--- src/rtl/mosquito_pkg.sv ---
// Shared types and constants for the mosquito enemy wave controller.
package mosquito_pkg;
    localparam int NUM_SLOTS = 2;
    localparam int POS_W     = 10;
    localparam int CNT_W     = 8;

    localparam int SCREEN_W = 640;
    localparam int SPRITE_W = 32;

    localparam logic [POS_W-1:0] X_MAX    = POS_W'(SCREEN_W - SPRITE_W);
    localparam logic [POS_W-1:0] HOVER_Y  = 10'd64;
    localparam logic [POS_W-1:0] SPEED_X  = 10'd2;
    localparam logic [POS_W-1:0] SPEED_Y  = 10'd1;

    localparam logic [CNT_W-1:0] INIT_DELAY     = 8'd60;
    localparam logic [CNT_W-1:0] RESPAWN_FRAMES = 8'd120;
    localparam logic [CNT_W-1:0] DYING_FRAMES   = 8'd8;

    typedef enum logic [1:0] {IDLE, ENTER, HOVER, DYING} slot_state_t;

    function automatic logic [POS_W-1:0] clamp_x(input logic [POS_W-1:0] v);
        return (v > X_MAX) ? X_MAX : v;
    endfunction
endpackage

--- src/rtl/mosquito_wave_controller_slot.sv ---
// One mosquito slot: lifecycle FSM, position, direction and a shared
// cooldown/dying frame counter.
module mosquito_slot
    import mosquito_pkg::*;
(
    input  logic             clk,
    input  logic             rst_n,
    input  logic             game_active,
    input  logic             frame_tick,
    input  logic             hit,
    input  logic             spawn,
    input  logic [POS_W-1:0] spawn_x,
    input  logic             spawn_dir,
    output logic             ready,
    output logic [POS_W-1:0] x,
    output logic [POS_W-1:0] y,
    output logic             alive,
    output logic             dying
);
    slot_state_t      state, state_nxt;
    logic [POS_W-1:0] x_nxt, y_nxt;
    logic             dir, dir_nxt;
    logic [CNT_W-1:0] cnt, cnt_nxt;

    assign ready = (state == IDLE) && (cnt == '0);

    always_comb begin
        state_nxt = state;
        x_nxt     = x;
        y_nxt     = y;
        dir_nxt   = dir;
        cnt_nxt   = cnt;
        if (!game_active) begin
            state_nxt = IDLE;
            cnt_nxt   = INIT_DELAY;
        end else if (hit && (state == ENTER || state == HOVER)) begin
            // hit beats a coincident frame_tick: position stays frozen
            state_nxt = DYING;
            cnt_nxt   = DYING_FRAMES;
        end else if (frame_tick) begin
            unique case (state)
                IDLE: begin
                    if (spawn) begin
                        state_nxt = ENTER;
                        x_nxt     = spawn_x;
                        y_nxt     = '0;
                        dir_nxt   = spawn_dir;
                    end else if (cnt != '0) begin
                        cnt_nxt = cnt - 1'b1;
                    end
                end
                ENTER: begin
                    if (y + SPEED_Y >= HOVER_Y) begin
                        y_nxt     = HOVER_Y;
                        state_nxt = HOVER;
                    end else begin
                        y_nxt = y + SPEED_Y;
                    end
                end
                HOVER: begin
                    if (dir) begin
                        if (x + SPEED_X >= X_MAX) begin
                            x_nxt   = X_MAX;
                            dir_nxt = 1'b0;
                        end else begin
                            x_nxt = x + SPEED_X;
                        end
                    end else if (x < SPEED_X) begin
                        x_nxt   = '0;
                        dir_nxt = 1'b1;
                    end else begin
                        x_nxt = x - SPEED_X;
                    end
                end
                DYING: begin
                    if (cnt <= 8'd1) begin
                        state_nxt = IDLE;
                        cnt_nxt   = RESPAWN_FRAMES;
                    end else begin
                        cnt_nxt = cnt - 1'b1;
                    end
                end
            endcase
        end
    end

    always_ff @(posedge clk or negedge rst_n) begin
        if (!rst_n) begin
            state <= IDLE;
            x     <= '0;
            y     <= '0;
            dir   <= 1'b1;
            cnt   <= INIT_DELAY;
            alive <= 1'b0;
            dying <= 1'b0;
        end else begin
            state <= state_nxt;
            x     <= x_nxt;
            y     <= y_nxt;
            dir   <= dir_nxt;
            cnt   <= cnt_nxt;
            alive <= (state_nxt == ENTER) || (state_nxt == HOVER);
            dying <= (state_nxt == DYING);
        end
    end
endmodule

--- src/rtl/mosquito_wave_controller.sv ---
// Two-slot mosquito wave controller: round-robin spawn arbiter over two
// mosquito_slot instances.
module mosquito_wave_controller
    import mosquito_pkg::*;
(
    input  logic             clk,
    input  logic             rst_n,
    input  logic             game_active,
    input  logic             frame_tick,
    input  logic [POS_W-1:0] rng_x,
    input  logic [1:0]       hit,
    output logic [POS_W-1:0] mosquito_x     [0:1],
    output logic [POS_W-1:0] mosquito_y     [0:1],
    output logic             mosquito_alive [0:1],
    output logic [1:0]       mosquito_dying,
    output logic             spawn_pulse
);
    logic [NUM_SLOTS-1:0] ready, grant;
    logic                 rr;
    logic [POS_W-1:0]     spawn_x;

    assign spawn_x = clamp_x(rng_x);

    always_comb begin
        grant = '0;
        if (game_active && frame_tick) begin
            if (ready[0] && ready[1]) grant[rr] = 1'b1;
            else                      grant     = ready;
        end
    end

    // rr points at the slot that did not win the last grant
    always_ff @(posedge clk or negedge rst_n) begin
        if (!rst_n) begin
            rr          <= 1'b0;
            spawn_pulse <= 1'b0;
        end else begin
            spawn_pulse <= |grant;
            if (|grant) rr <= grant[0];
        end
    end

    for (genvar i = 0; i < NUM_SLOTS; i++) begin : g_slot
        mosquito_slot u_slot (
            .clk         (clk),
            .rst_n       (rst_n),
            .game_active (game_active),
            .frame_tick  (frame_tick),
            .hit         (hit[i]),
            .spawn       (grant[i]),
            .spawn_x     (spawn_x),
            .spawn_dir   (rng_x[0]),
            .ready       (ready[i]),
            .x           (mosquito_x[i]),
            .y           (mosquito_y[i]),
            .alive       (mosquito_alive[i]),
            .dying       (mosquito_dying[i])
        );
    end
endmodule
--- config.mk ---
export PLATFORM = sky130hd
export DESIGN_NAME = mosquito_wave_controller
export DESIGN_NICKNAME = d
export VERILOG_FILES = /design/src/rtl/mosquito_pkg.sv /design/src/rtl/mosquito_wave_controller_slot.sv /design/src/rtl/mosquito_wave_controller.sv
export SDC_FILE = /design/constraint.sdc
export NUM_CORES = 1
export LEC_CHECK = 0
export CAP_MARGIN = 5
export CORE_MARGIN = 5
export CORE_UTILIZATION = 60
export DETAILED_ROUTE_END_ITERATION = 16
export DONT_BUFFER_PORTS = 1
export PLACE_DENSITY = 0.76
export SLEW_MARGIN = 20
export SYNTH_ARGS = -nofsm -noshare
export SYNTH_HDL_FRONTEND = slang
export SYNTH_SLANG_ARGS = --single-unit
--- constraint.sdc ---
create_clock -name clk -period 4.1 [get_ports clk]
set_input_delay 1.23 -clock clk [delete_from_list [all_inputs] [get_ports clk]]
set_output_delay 1.23 -clock clk [all_outputs]
set_load 0.01 [all_outputs]
* After elaboration in Yosys (flattened, before gate mapping)
Cells that the tools add are included. Widths: inputs -> output; s select.
Storage, ports and cells: bits in registers 68, bits of input ports 16
Operators by class: $lt $le $gt $ge 11, equal/unequal tests 22, mux-type cells 59, bitwise logic cells 2, add/subtract/negate cells 8, reduce and logical (&&, ||, !) cells 28
Operator list (count):
- $mux 10 | 13
- $mux 8 | 12
- $pmux 10 s2 | 4
- $pmux 8 s2 | 2
- $mux 2 | 14
- $add 10x1->10 const B | 2
- $add 10x2->10 const B | 2
- $ge 10x10->1 const B | 2
- $ge 10x7->1 const B | 2
- $lt 10x2->1 const B | 2
- $reduce_and 5->1 | 4
- $sub 10x2->10 const B | 2
- $eq 2x2->1 const B | 8
- $le 8x1->1 const B | 2
- $logic_not 8->1 | 2
- $ne 4x4->1 const B | 4
- $reduce_bool 8->1 | 2
- $sub 8x1->8 const B | 2
- $pmux 2 s3 | 2
- $gt 10x10->1 const B | 1
- $mux 1 | 9
- $eq 2x1->1 const B | 4
- $ne 4x1->1 const B | 2
- $reduce_and 4->1 | 2
- other kinds (12) | 29

* Logic depth before layout (Yosys ltp)
Gate-level depths: netlist of the first run.
depth in word-level cells 13, gate-level depth with buffers 10, mapped depth without buffers 9

* Modules after synthesis
From an unflattened synthesis of the first run, not the netlist that was laid out.
Second synthesis, totals: cell total of the unflattened synthesis 574, area total of the unflattened synthesis 4964.8 um^2
By module, submodules not included:
- mosquito_slot | times used 2, area each 2393.5 um^2, cells an instance 276
- mosquito_wave_controller | times used 1, area each 177.7 um^2, cells an instance 22

* Least setup slack after synthesis of the first run
OpenSTA, ideal clock, no wires.
path kind input -> register, from in frame_tick, to reg g_slot[1].u_slot.x[3], buffers on the path 0, cell stages on the path 5, arrival time 2553 ps, setup slack 1413 ps, required time 3966 ps, library setup time 134 ps, path through nand2_1 or3_4 a211o_1 a2111oi_1 nor3_1
On the way: word-level cells in the longest chain between the ends 4
Ends and longest elaborated chain:
- from (decl) | line mosquito_wave_controller.sv:9 | input logic frame_tick,
- $logic_and 1x1->1 | line mosquito_wave_controller.sv:26 | if (game_active && frame_tick) begin
- $mux 2 | line mosquito_wave_controller.sv:26
- $ne 2x2->1 (no line)
- $reduce_and 5->1 (no line) *
- to (signal assigned) | line mosquito_wave_controller_slot.sv:98 | x <= x_nxt;
- to (decl) | line mosquito_wave_controller_slot.sv:15 | output logic [POS_W-1:0] x,
Every way passes the cells marked *; elsewhere a longest branch is shown, timed or not. A chain may end at the register's enable or synchronous reset.

* Worst setup path in the final report of the first run
from reg g_slot[0].u_slot.y[0], to reg g_slot[0].u_slot.alive
On the way: word-level cells in the longest chain between the ends 9
Ends and longest elaborated chain:
- from (decl) | line mosquito_wave_controller_slot.sv:16 | output logic [POS_W-1:0] y,
- from (signal assigned) | line mosquito_wave_controller_slot.sv:99 | y <= y_nxt;
- $add 10x1->10 * | line mosquito_wave_controller_slot.sv:53 | if (y + SPEED_Y >= HOVER_Y) begin
- $ge 10x7->1 * | line mosquito_wave_controller_slot.sv:53
- $mux 2 * | line mosquito_wave_controller_slot.sv:53
- $pmux 2 s3 * | line mosquito_wave_controller_slot.sv:41 | unique case (state)
- $mux 2 * | line mosquito_wave_controller_slot.sv:40 | end else if (frame_tick) begin
- $mux 2 * | line mosquito_wave_controller_slot.sv:36 | end else if (hit && (state == ENTER || state == HOVER)) begin
- $mux 2 * | line mosquito_wave_controller_slot.sv:33 | if (!game_active) begin
- via g_slot[0].u_slot.state_nxt[0] | line mosquito_wave_controller_slot.sv:20 | slot_state_t state, state_nxt;
- $eq 2x1->1 or $eq 2x2->1 (tied branches) | line mosquito_wave_controller_slot.sv:102 | alive <= (state_nxt == ENTER) || (state_nxt == HOVER);
- $logic_or 1x1->1 * | line mosquito_wave_controller_slot.sv:102
- to (signal assigned) | line mosquito_wave_controller_slot.sv:102
- to (decl) | line mosquito_wave_controller_slot.sv:17 | output logic alive,
Mark *: on every way through the listed nets, which the timed path passes. The rest lies on a longest branch.

==> reports/summary.txt, run 1 <==
status: completed
Fillers: 698
initial antenna violation count: 0
CTS buffer count: 9
first-pass GRT wire length: 21,200 um
Placed Instances: 695
largest net degree at the start of global routing: 69
RSZ-0062 raised after global routing: no
Post-CTS Hold Fix Bufs: 0
power per cell area: 295 nW/um^2
Core Region: 8220 um^2
Total GRT Usage: 25.3%
proportion of synthesized area in mux cells: 1.61%
vias in the first global route: 4,408
initial DRC count: 300
Sink Count: 68
MaxCap Viol Count: 0
FF-to-FF End: g_slot[0].u_slot.alive
Post-synth top flop: dfrtp_1
postcts setup bufs: 0
area share of and/or/nand/nor cells after synthesis: 25.8%
share of layout cells above drive strength 1: 6.27%
worst skew pair latency: 360 ps
Max FO, Critical Path: 10
area of the multi-input gates: 3080 um^2
Die W: 102 um
FF-to-FF Start: g_slot[0].u_slot.y[0]
H-Tree Level Count: 3
Synth cell types: 71
synth-to-layout area growth: 3.84%
DP HPWL: 9160 um
Post-CTS Resized: 0
critical path startpoint category: flip-flop
commonest non-fill, non-tap cell in the layout: nand2_1
WL/cell: 18.1 um
clock buffer depth: 2
worst vdd ir: 0.180 mV
Die ar.: 10,400 um^2
CP endpoint kind: flip-flop
Initial DRT Pass Iterations: 4
Worst setup endpoint: g_slot[0].u_slot.alive
DRC errors left: 0
gpl congestion: 0.944
HP Class: reg -> reg
area share of fa/ha/maj cells after synthesis: 5.95%
Final Non-Filler Cells: 711
Worst Setup SP: g_slot[0].u_slot.y[0]
min cycle time layout: 2930 ps
main combinational cell family by area after synthesis: compound AO/OA/AOI/OAI gates
period utilization: 71.3%
Area after DPL: 5040 um^2
Critical Path RT: 4340 ps
post-synthesis sequential area ratio: 33.9%
setup_tns: 0 ps
Vias/cell: 6.86
syn avg cell area: 8.08 um^2
Max Freq: 0.342 GHz
WS Path Type: reg -> reg
Buffers on Ports: 0
Slew @ Worst Pin: 792 ps
clock slew at reported path FFs: 80 ps
register bit total from synthesis: 68
Setup violations, final: 0
register area: 1710 um^2
Synth warnings: 0
XOR/XNOR share of the synthesized area: 1.56%
clk root buf: clkbuf_8
Final Skew: 4.98 ps
number of I/O pins: 61
Placement Rows: 33
diode count: 0
number of flops mapped to enable cells by yosys: 0
post-synthesis compound-gate area fraction: 25.9%
PnR worst setup slack: 1170 ps
Mapped Area: 5050 um^2
Leakage: 2.06 nW
DR vias: 4,877
Die Y: 102 um
post-layout net count: 641
remaining antenna violation count: 0
grt ovf: 0
Reg2Reg Depth: 8
TritonCTS clock tree: yes
WP data arrival: 3170 ps
normalized max-slew margin: 46.8%
Finished Cell Area: 5250 um^2
Final Hold Vio Count: 0
r2r setup slk: 1170 ps
Post-Synthesis Cells: 625
wirelength, routed: 12,900 um
most frequent cells in the layout: nand2_1, dfrtp_1, a21oi_1, nand3_1, nor2_1
DP Worst Slack: 1150 ps
Max Slew Vio Count: 0
Post-synth ARST share: 100%
Initial Utilization: 61.5%
net count after synthesis: 665
==> metrics by stage <==
step           hold slack (ps)  total power, mW  util [%]
2_1_floorplan              460            0.935         -
3_3_place_gp               489            0.975      61.3
3_5_place_dp               498            0.982      61.3
4_1_cts                    511             1.55      63.8
5_1_grt                    546             1.61      63.8
6_report                   516             1.55      63.8
==> synth_stat cells (3+ instances only) <==
cell type | n | area, um^2
nand2_1 | 65 | 244
dfrtp_1 | 58 | 1450
a21oi_1 | 45 | 225
nand3_1 | 43 | 215
nor2_1 | 34 | 128
inv_1 | 30 | 113
clkbuf_1 | 29 | 109
o21ai_0 | 28 | 140
ha_1 | 24 | 300
nor3_1 | 21 | 105
o21ai_1 | 17 | 85.1
a31oi_1 | 15 | 93.8
nand2b_1 | 14 | 87.6
nand4_1 | 13 | 81.3
o211ai_1 | 12 | 90.1
o31ai_1 | 11 | 82.6
dfstp_2 | 10 | 263
nor4_1 | 10 | 62.6
a211oi_1 | 9 | 67.6
and2_1 | 9 | 56.3
and3_1 | 9 | 56.3
xnor2_1 | 9 | 78.8
o22ai_1 | 8 | 50.1
mux2i_1 | 7 | 70.1
a22oi_1 | 6 | 45.0
nor3b_1 | 5 | 37.5
a2bb2oi_1 | 4 | 35.0
buf_4 | 4 | 30.0
o2111ai_1 | 4 | 35.0
o221ai_1 | 4 | 35.0
or3_1 | 4 | 25.0
a22o_1 | 3 | 26.3
nand3b_1 | 3 | 22.5
o21a_1 | 3 | 22.5
o22a_1 | 3 | 26.3
o32ai_1 | 3 | 26.3
or2_2 | 3 | 18.8
==> critical path, cell delays in order, from the launching register on <==
cell	delay, ps
dfrtp_1	480
ha_1	290
and3_1	210
and3_1	190
or3_1	320
a21boi_1	590
a2111oi_0	150
o21ai_1	300
ha_1	280
==> cell families after synthesis <==
family,count (synthesis)
simple gates,250
compound gates,200
flops,68
buf+inv,66
fa+ha+maj,24
xor+xnor,9
mux,8
==> power by group <==
| group | total (mW) | switching [mW] | internal [mW] | leakage [nW] |
|---|---|---|---|---|
| clock | 0.573 | 0.277 | 0.296 | 0.0983 |
| sequential | 0.782 | 0.0670 | 0.715 | 0.851 |
| combinational | 0.191 | 0.112 | 0.0792 | 1.11 |
==> sequential cells by signal (all words and copies together) (netlist names) <==
register	flops
g_slot.u_slot.alive	2
g_slot.u_slot.cnt	16
g_slot.u_slot.dir	2
g_slot.u_slot.dying	2
g_slot.u_slot.state	4
g_slot.u_slot.x	20
g_slot.u_slot.y	20
rr	1
spawn_pulse	1
==> worst min path at each step <==
| stage | from | endpoint | slack (ps) | cells after the start |
|---|---|---|---|---|
| final | g_slot[0].u_slot.cnt[3] | g_slot[0].u_slot.cnt[3] | 520 | 2 |
| after global routing | rst_n | g_slot[0].u_slot.x[8] | 550 | 0 |
| after CTS | g_slot[0].u_slot.cnt[7] | g_slot[0].u_slot.cnt[7] | 510 | 1 |
| after detailed placement | g_slot[0].u_slot.cnt[7] | g_slot[0].u_slot.cnt[7] | 500 | 1 |
| after global placement | g_slot[0].u_slot.cnt[7] | g_slot[0].u_slot.cnt[7] | 490 | 1 |
| after floorplan | g_slot[0].u_slot.cnt[7] | g_slot[0].u_slot.cnt[7] | 460 | 1 |
==> per-layer routing <==
metal / vias up / GRT usage [%] / share of wire [%]
li1: 2289 / - / -
met1: 2366 / 34.5 / 43
met2: 198 / 39.8 / 47
met3: 24 / 4.68 / 7.9
met4: 0 / 9.92 / 1.9
met5: - / 0 / 0
==> cell type report <==
class	instances	share of cell area, %
Inverter	30	2.15
Tap cell	105	2.50
Multi-Input combinational cell	491	58.7
Clock buffer	10	2.62
Sequential cell	68	32.7
Clock inverter	6	1.22
Timing Repair Buffer	1	0.143
(Power assumes the default switching activity.)
==> inputs of run 2 (changes only) <==
- clock period: 4.1 -> 2.9 ns (I/O delays scaled with it)
==> run 2 against run 1 <==
Critical path depth stayed put. Non-clock buffer count up 14. Fmax increased by 11%. Die area unchanged. Flip-flop and latch count stayed put. First-iteration DRC count rose by 13%. Count of clock-buffer cells in the layout is 2 higher. Via count up 0.72%. Clock skew up 8.1 ps. Worst setup slack got worse by 900 ps. Sequential share of layout area fell by 0.70 points. Wire length rose by 3.4%. Critical path type unchanged. Critical endpoint is now g_slot[1].u_slot.y[4]. Largest cell class unchanged.
==> reports/summary.txt, run 2 (synthesis results as in run 1) <==
status: completed
wirelength, routed: 13,300 um
post-layout net count: 655
Core Region: 8220 um^2
setup_tns: 0 ps
Final Skew: 13.1 ps
WS Path Type: reg -> reg
initial antenna violation count: 0
Die Y: 102 um
DR vias: 4,912
Leakage: 2.14 nW
Setup violations, final: 0
postcts setup bufs: 0
RSZ-0062 raised after global routing: no
CP Depth: 8
family with the most delay on the worst path: simple AND/OR/NAND/NOR gates
synth-to-layout area growth: 6.12%
HP Class: in -> async
Die ar.: 10,400 um^2
Initial DRT Pass Iterations: 5
first-pass GRT wire length: 22,100 um
critical path startpoint category: flip-flop
min cycle time layout: 2630 ps
Sink Count: 68
WP data arrival: 2850 ps
hold slack: 210 ps
largest net degree at the start of global routing: 69
H-Tree Level Count: 3
register area: 1710 um^2
Placement Rows: 33
Die W: 102 um
worst skew pair latency: 350 ps
Final Hold Vio Count: 0
clk root buf: clkbuf_8
DP HPWL: 9730 um
clock buffer depth: 2
area of the multi-input gates: 3070 um^2
diode count: 0
vias in the first global route: 4,573
period utilization: 90.5%
Initial Utilization: 61.5%
Top Registers: g_slot.u_slot.x x20, g_slot.u_slot.y x20, g_slot.u_slot.cnt x16
Post-CTS Resized: 0
CP max-delay cell: ha_1
crit path cell chain: inv_1 -> ha_1 -> nand2_1 -> nor4_1 -> or3_4 -> a21o_1 -> or2_1 -> o31ai_1
Max FO, Critical Path: 13
most frequent cells in the layout: nand2_1, dfrtp_1, a21oi_1, nand3_1, nor2_1
DRC errors left: 0
Critical Path RT: 3120 ps
normalized max-slew margin: 50.9%
power per cell area: 423 nW/um^2
MaxCap Viol Count: 0
gpl congestion: 0.907
Buf+Inv Stages, Crit Path: 1
Total GRT Usage: 26.4%
number of I/O pins: 61
largest stage delay on the critical path: 460 ps
grt ovf: 0
initial DRC count: 340
commonest non-fill, non-tap cell in the layout: nand2_1
Post-CTS Hold Fix Bufs: 0
worst vdd ir: 0.266 mV
Vias/cell: 6.78
Max Freq: 0.381 GHz
CP endpoint kind: flip-flop
Buffers on Ports: 0
Max Slew Vio Count: 0
remaining antenna violation count: 0
CTS buffer count: 9
Slew @ Worst Pin: 734 ps
share of layout cells above drive strength 1: 7.90%
WL/cell: 18.3 um
Fillers: 691
clock slew at reported path FFs: 80 ps
Reg2Reg Depth: 8
TritonCTS clock tree: yes
==> run 2: cell count changes in the layout (fill, tap and decap cells not counted), sizes merged <==
| cell | change |
|---|---|
| buf | +14 |
| bufinv | +1 |
| clkbuf | +2 |
| clkinv | -2 |
| clkinvlp | -1 |
==> run 2: where the power goes <==
part           internal, mW  switching [mW]
clock                 0.508           0.374
combinational         0.119           0.172
sequential             1.01          0.0850
==> run 2: final timing paths <==
kind / startpoint / slack [ps] / end
max: g_slot[0].u_slot.state[1] / 270 / g_slot[1].u_slot.y[4]
min: rst_n / 210 / g_slot[0].u_slot.x[1]
max reg2reg: g_slot[0].u_slot.state[1] / 270 / g_slot[1].u_slot.y[4]
min reg2reg: g_slot[0].u_slot.cnt[3] / 510 / g_slot[0].u_slot.cnt[3]
max in group asynchronous: rst_n / 2450 / g_slot[0].u_slot.cnt[2]
min in group clk: g_slot[0].u_slot.cnt[3] / 510 / g_slot[0].u_slot.cnt[3]
==> run 2: worst register-to-register path, stage by stage (launching register included) <==
cell,delay (ps)
dfrtp_1,420
inv_1,130
ha_1,460
nand2_1,140
nor4_1,440
or3_4,260
a21o_1,320
or2_1,250
o31ai_1,90
==> run 2: cell type report <==
class / count / share of cell area [%]
sequential: 68 / 32.0
timing repair buffer: 15 / 2.10
clock buffer: 12 / 2.71
tap: 105 / 2.45
inverter: 30 / 2.10
clock inverter: 4 / 1.35
multi-input combinational: 491 / 57.3
==> run 2: metal layers <==
metal	track usage, %	share of wire (%)	wire length, um
met2	42.6	47	6310
met3	4.75	8.3	1100
met5	0	0	0
met4	9.41	1.9	259
met1	35.6	42	5630
==> run 2: per-stage QoR <==
| step | total power [mW] | std cells | area, um^2 | utilization (%) | setup WS (ps) |
|---|---|---|---|---|---|
| 6_report | 2.27 | 725 | 5360 | 65.2 | 275 |
| 5_1_grt | 2.37 | 725 | 5360 | 65.2 | 49.6 |
| 4_1_cts | 2.27 | 725 | 5360 | 65.2 | 321 |
| 3_5_place_dp | 1.40 | 709 | 5140 | 62.6 | 325 |
| 3_3_place_gp | 1.39 | 709 | 5140 | 62.6 | 497 |
| 2_1_floorplan | 1.32 | 625 | 5050 | - | 415 |
==> inputs of run 3 (changes only) <==
- CTS_CLUSTER_SIZE: unset -> 28
- clock period: 2.9 -> 2.6 ns (I/O delays scaled with it)
==> run 3 against run 2 <==
Worst hold slack lost 81 ps. Via count shrank 0.20%. Core utilization grew 1.5 points. Critical endpoint is now g_slot[1].u_slot.x[3].
==> reports/summary.txt, run 3 (synthesis results as in run 1) <==
initial DRC count: 339
Setup violations, final: 0
Post-CTS Hold Fix Bufs: 0
Initial DRT Pass Iterations: 6
period utilization: 93.5%
synth-to-layout area growth: 8.62%
Die ar.: 10,400 um^2
remaining antenna violation count: 0
vias in the first global route: 4,644
HP Class: in -> async
Die Y: 102 um
Top Registers: g_slot.u_slot.x x20, g_slot.u_slot.y x20, g_slot.u_slot.cnt x16
Die W: 102 um
most frequent cells in the layout: nand2_1, dfrtp_1, a21oi_1, nand3_1, buf_4
postcts setup bufs: 0
DP HPWL: 9760 um
initial antenna violation count: 0
power per cell area: 431 nW/um^2
number of I/O pins: 61
H-Tree Level Count: 3
clock buffer depth: 2
clock slew at reported path FFs: 70 ps
first-pass GRT wire length: 22,100 um
post-layout net count: 676
normalized max-slew margin: 55.4%
worst vdd ir: 0.275 mV
met1 usage: 36.5%
worst skew pair latency: 340 ps
Max Freq: 0.411 GHz
setup_tns: 0 ps
Initial Utilization: 61.5%
Max FO, Critical Path: 7
RSZ-0062 raised after global routing: yes
Core Util, Final: 66.8%
GR Layer Usage met2: 41.9%
critical path startpoint category: flip-flop
wirelength, routed: 13,100 um
largest net degree at the start of global routing: 69
WL/cell: 17.6 um
WS Path Type: reg -> reg
Vias/cell: 6.57
Pwr Total: 2.36 mW
Final Non-Filler Cells: 746
Placed Instances: 730
Total GRT Usage: 26.3%
Final Hold Vio Count: 0
clk root buf: clkbuf_8
gr busiest metal: met2
share of layout cells above drive strength 1: 10.9%
Placement Rows: 33
CTS buffer count: 9
Final Skew: 6.75 ps
Slew @ Worst Pin: 666 ps
Core Region: 8220 um^2
gpl congestion: 0.988
status: completed
CP endpoint kind: flip-flop
Sink Count: 68
TritonCTS clock tree: yes
DR vias: 4,902
Max Slew Vio Count: 0
Critical Path RT: 2810 ps
grt ovf: 0
min cycle time layout: 2430 ps
Finished Cell Area: 5490 um^2
DRC errors left: 0
Buffers on Ports: 0
MaxCap Viol Count: 0
met3 Use GR: 5.17%
commonest non-fill, non-tap cell in the layout: nand2_1
Post-CTS Resized: 0
Area after DPL: 5300 um^2
WP data arrival: 2650 ps
diode count: 0
Leakage: 2.23 nW
## run 3: cell type report
class / instances / area, um^2
repair buffers: 36 / 270
clock inverters: 1 / 5.00
multi-input cells: 491 / 3080
inverters: 30 / 113
clock buffers: 15 / 176
well taps: 105 / 131
fillers: 682 / 2730
flip-flops and latches: 68 / 1710
## run 3: stage by stage
| step | worst slack (ps) | hold slack (ps) |
|---|---|---|
| 2_1_floorplan | 115 | 460 |
| 3_3_place_gp | 275 | 486 |
| 3_5_place_dp | 139 | 486 |
| 4_1_cts | 117 | 109 |
| 5_1_grt | -3.13 | 99.2 |
| 6_report | 168 | 129 |
## run 3: where the power goes
part / leakage (nW) / internal (mW) / switching, mW
clock: 0.0937 / 0.425 / 0.379
sequential: 0.851 / 1.13 / 0.0804
combinational: 1.29 / 0.143 / 0.208
total: 2.23 / 1.70 / 0.667
## run 3: critical path: stages, from the launching register on
cell       delay, ps
dfrtp_1          410
inv_1            130
ha_1             180
and2_1           190
nand3_4          120
or3_4            420
a211o_1          380
a2111oi_1        390
nor3_1            90
## run 3: path summary, 6_finish.rpt
kind | start | end | slack [ps] | depth (start not counted)
max in group asynchronous | rst_n | g_slot[0].u_slot.cnt[3] | 2250 | 0
max reg2reg | g_slot[1].u_slot.state[1] | g_slot[1].u_slot.x[3] | 170 | 8
min in group clk | game_active | g_slot[1].u_slot.cnt[4] | 500 | 1
min reg2reg | g_slot[0].u_slot.cnt[7] | g_slot[0].u_slot.cnt[7] | 510 | 1
min | rst_n | g_slot[0].u_slot.x[9] | 130 | 0
max | g_slot[1].u_slot.state[1] | g_slot[1].u_slot.x[3] | 170 | 8
## run 3: layer usage
metal	vias up	routed length, um	part of all wire [%]
li1	2356	-	-
met1	2273	5370	41
met2	244	6200	47
met3	29	1270	9.7
met4	0	300	2.3
met5	-	0	0
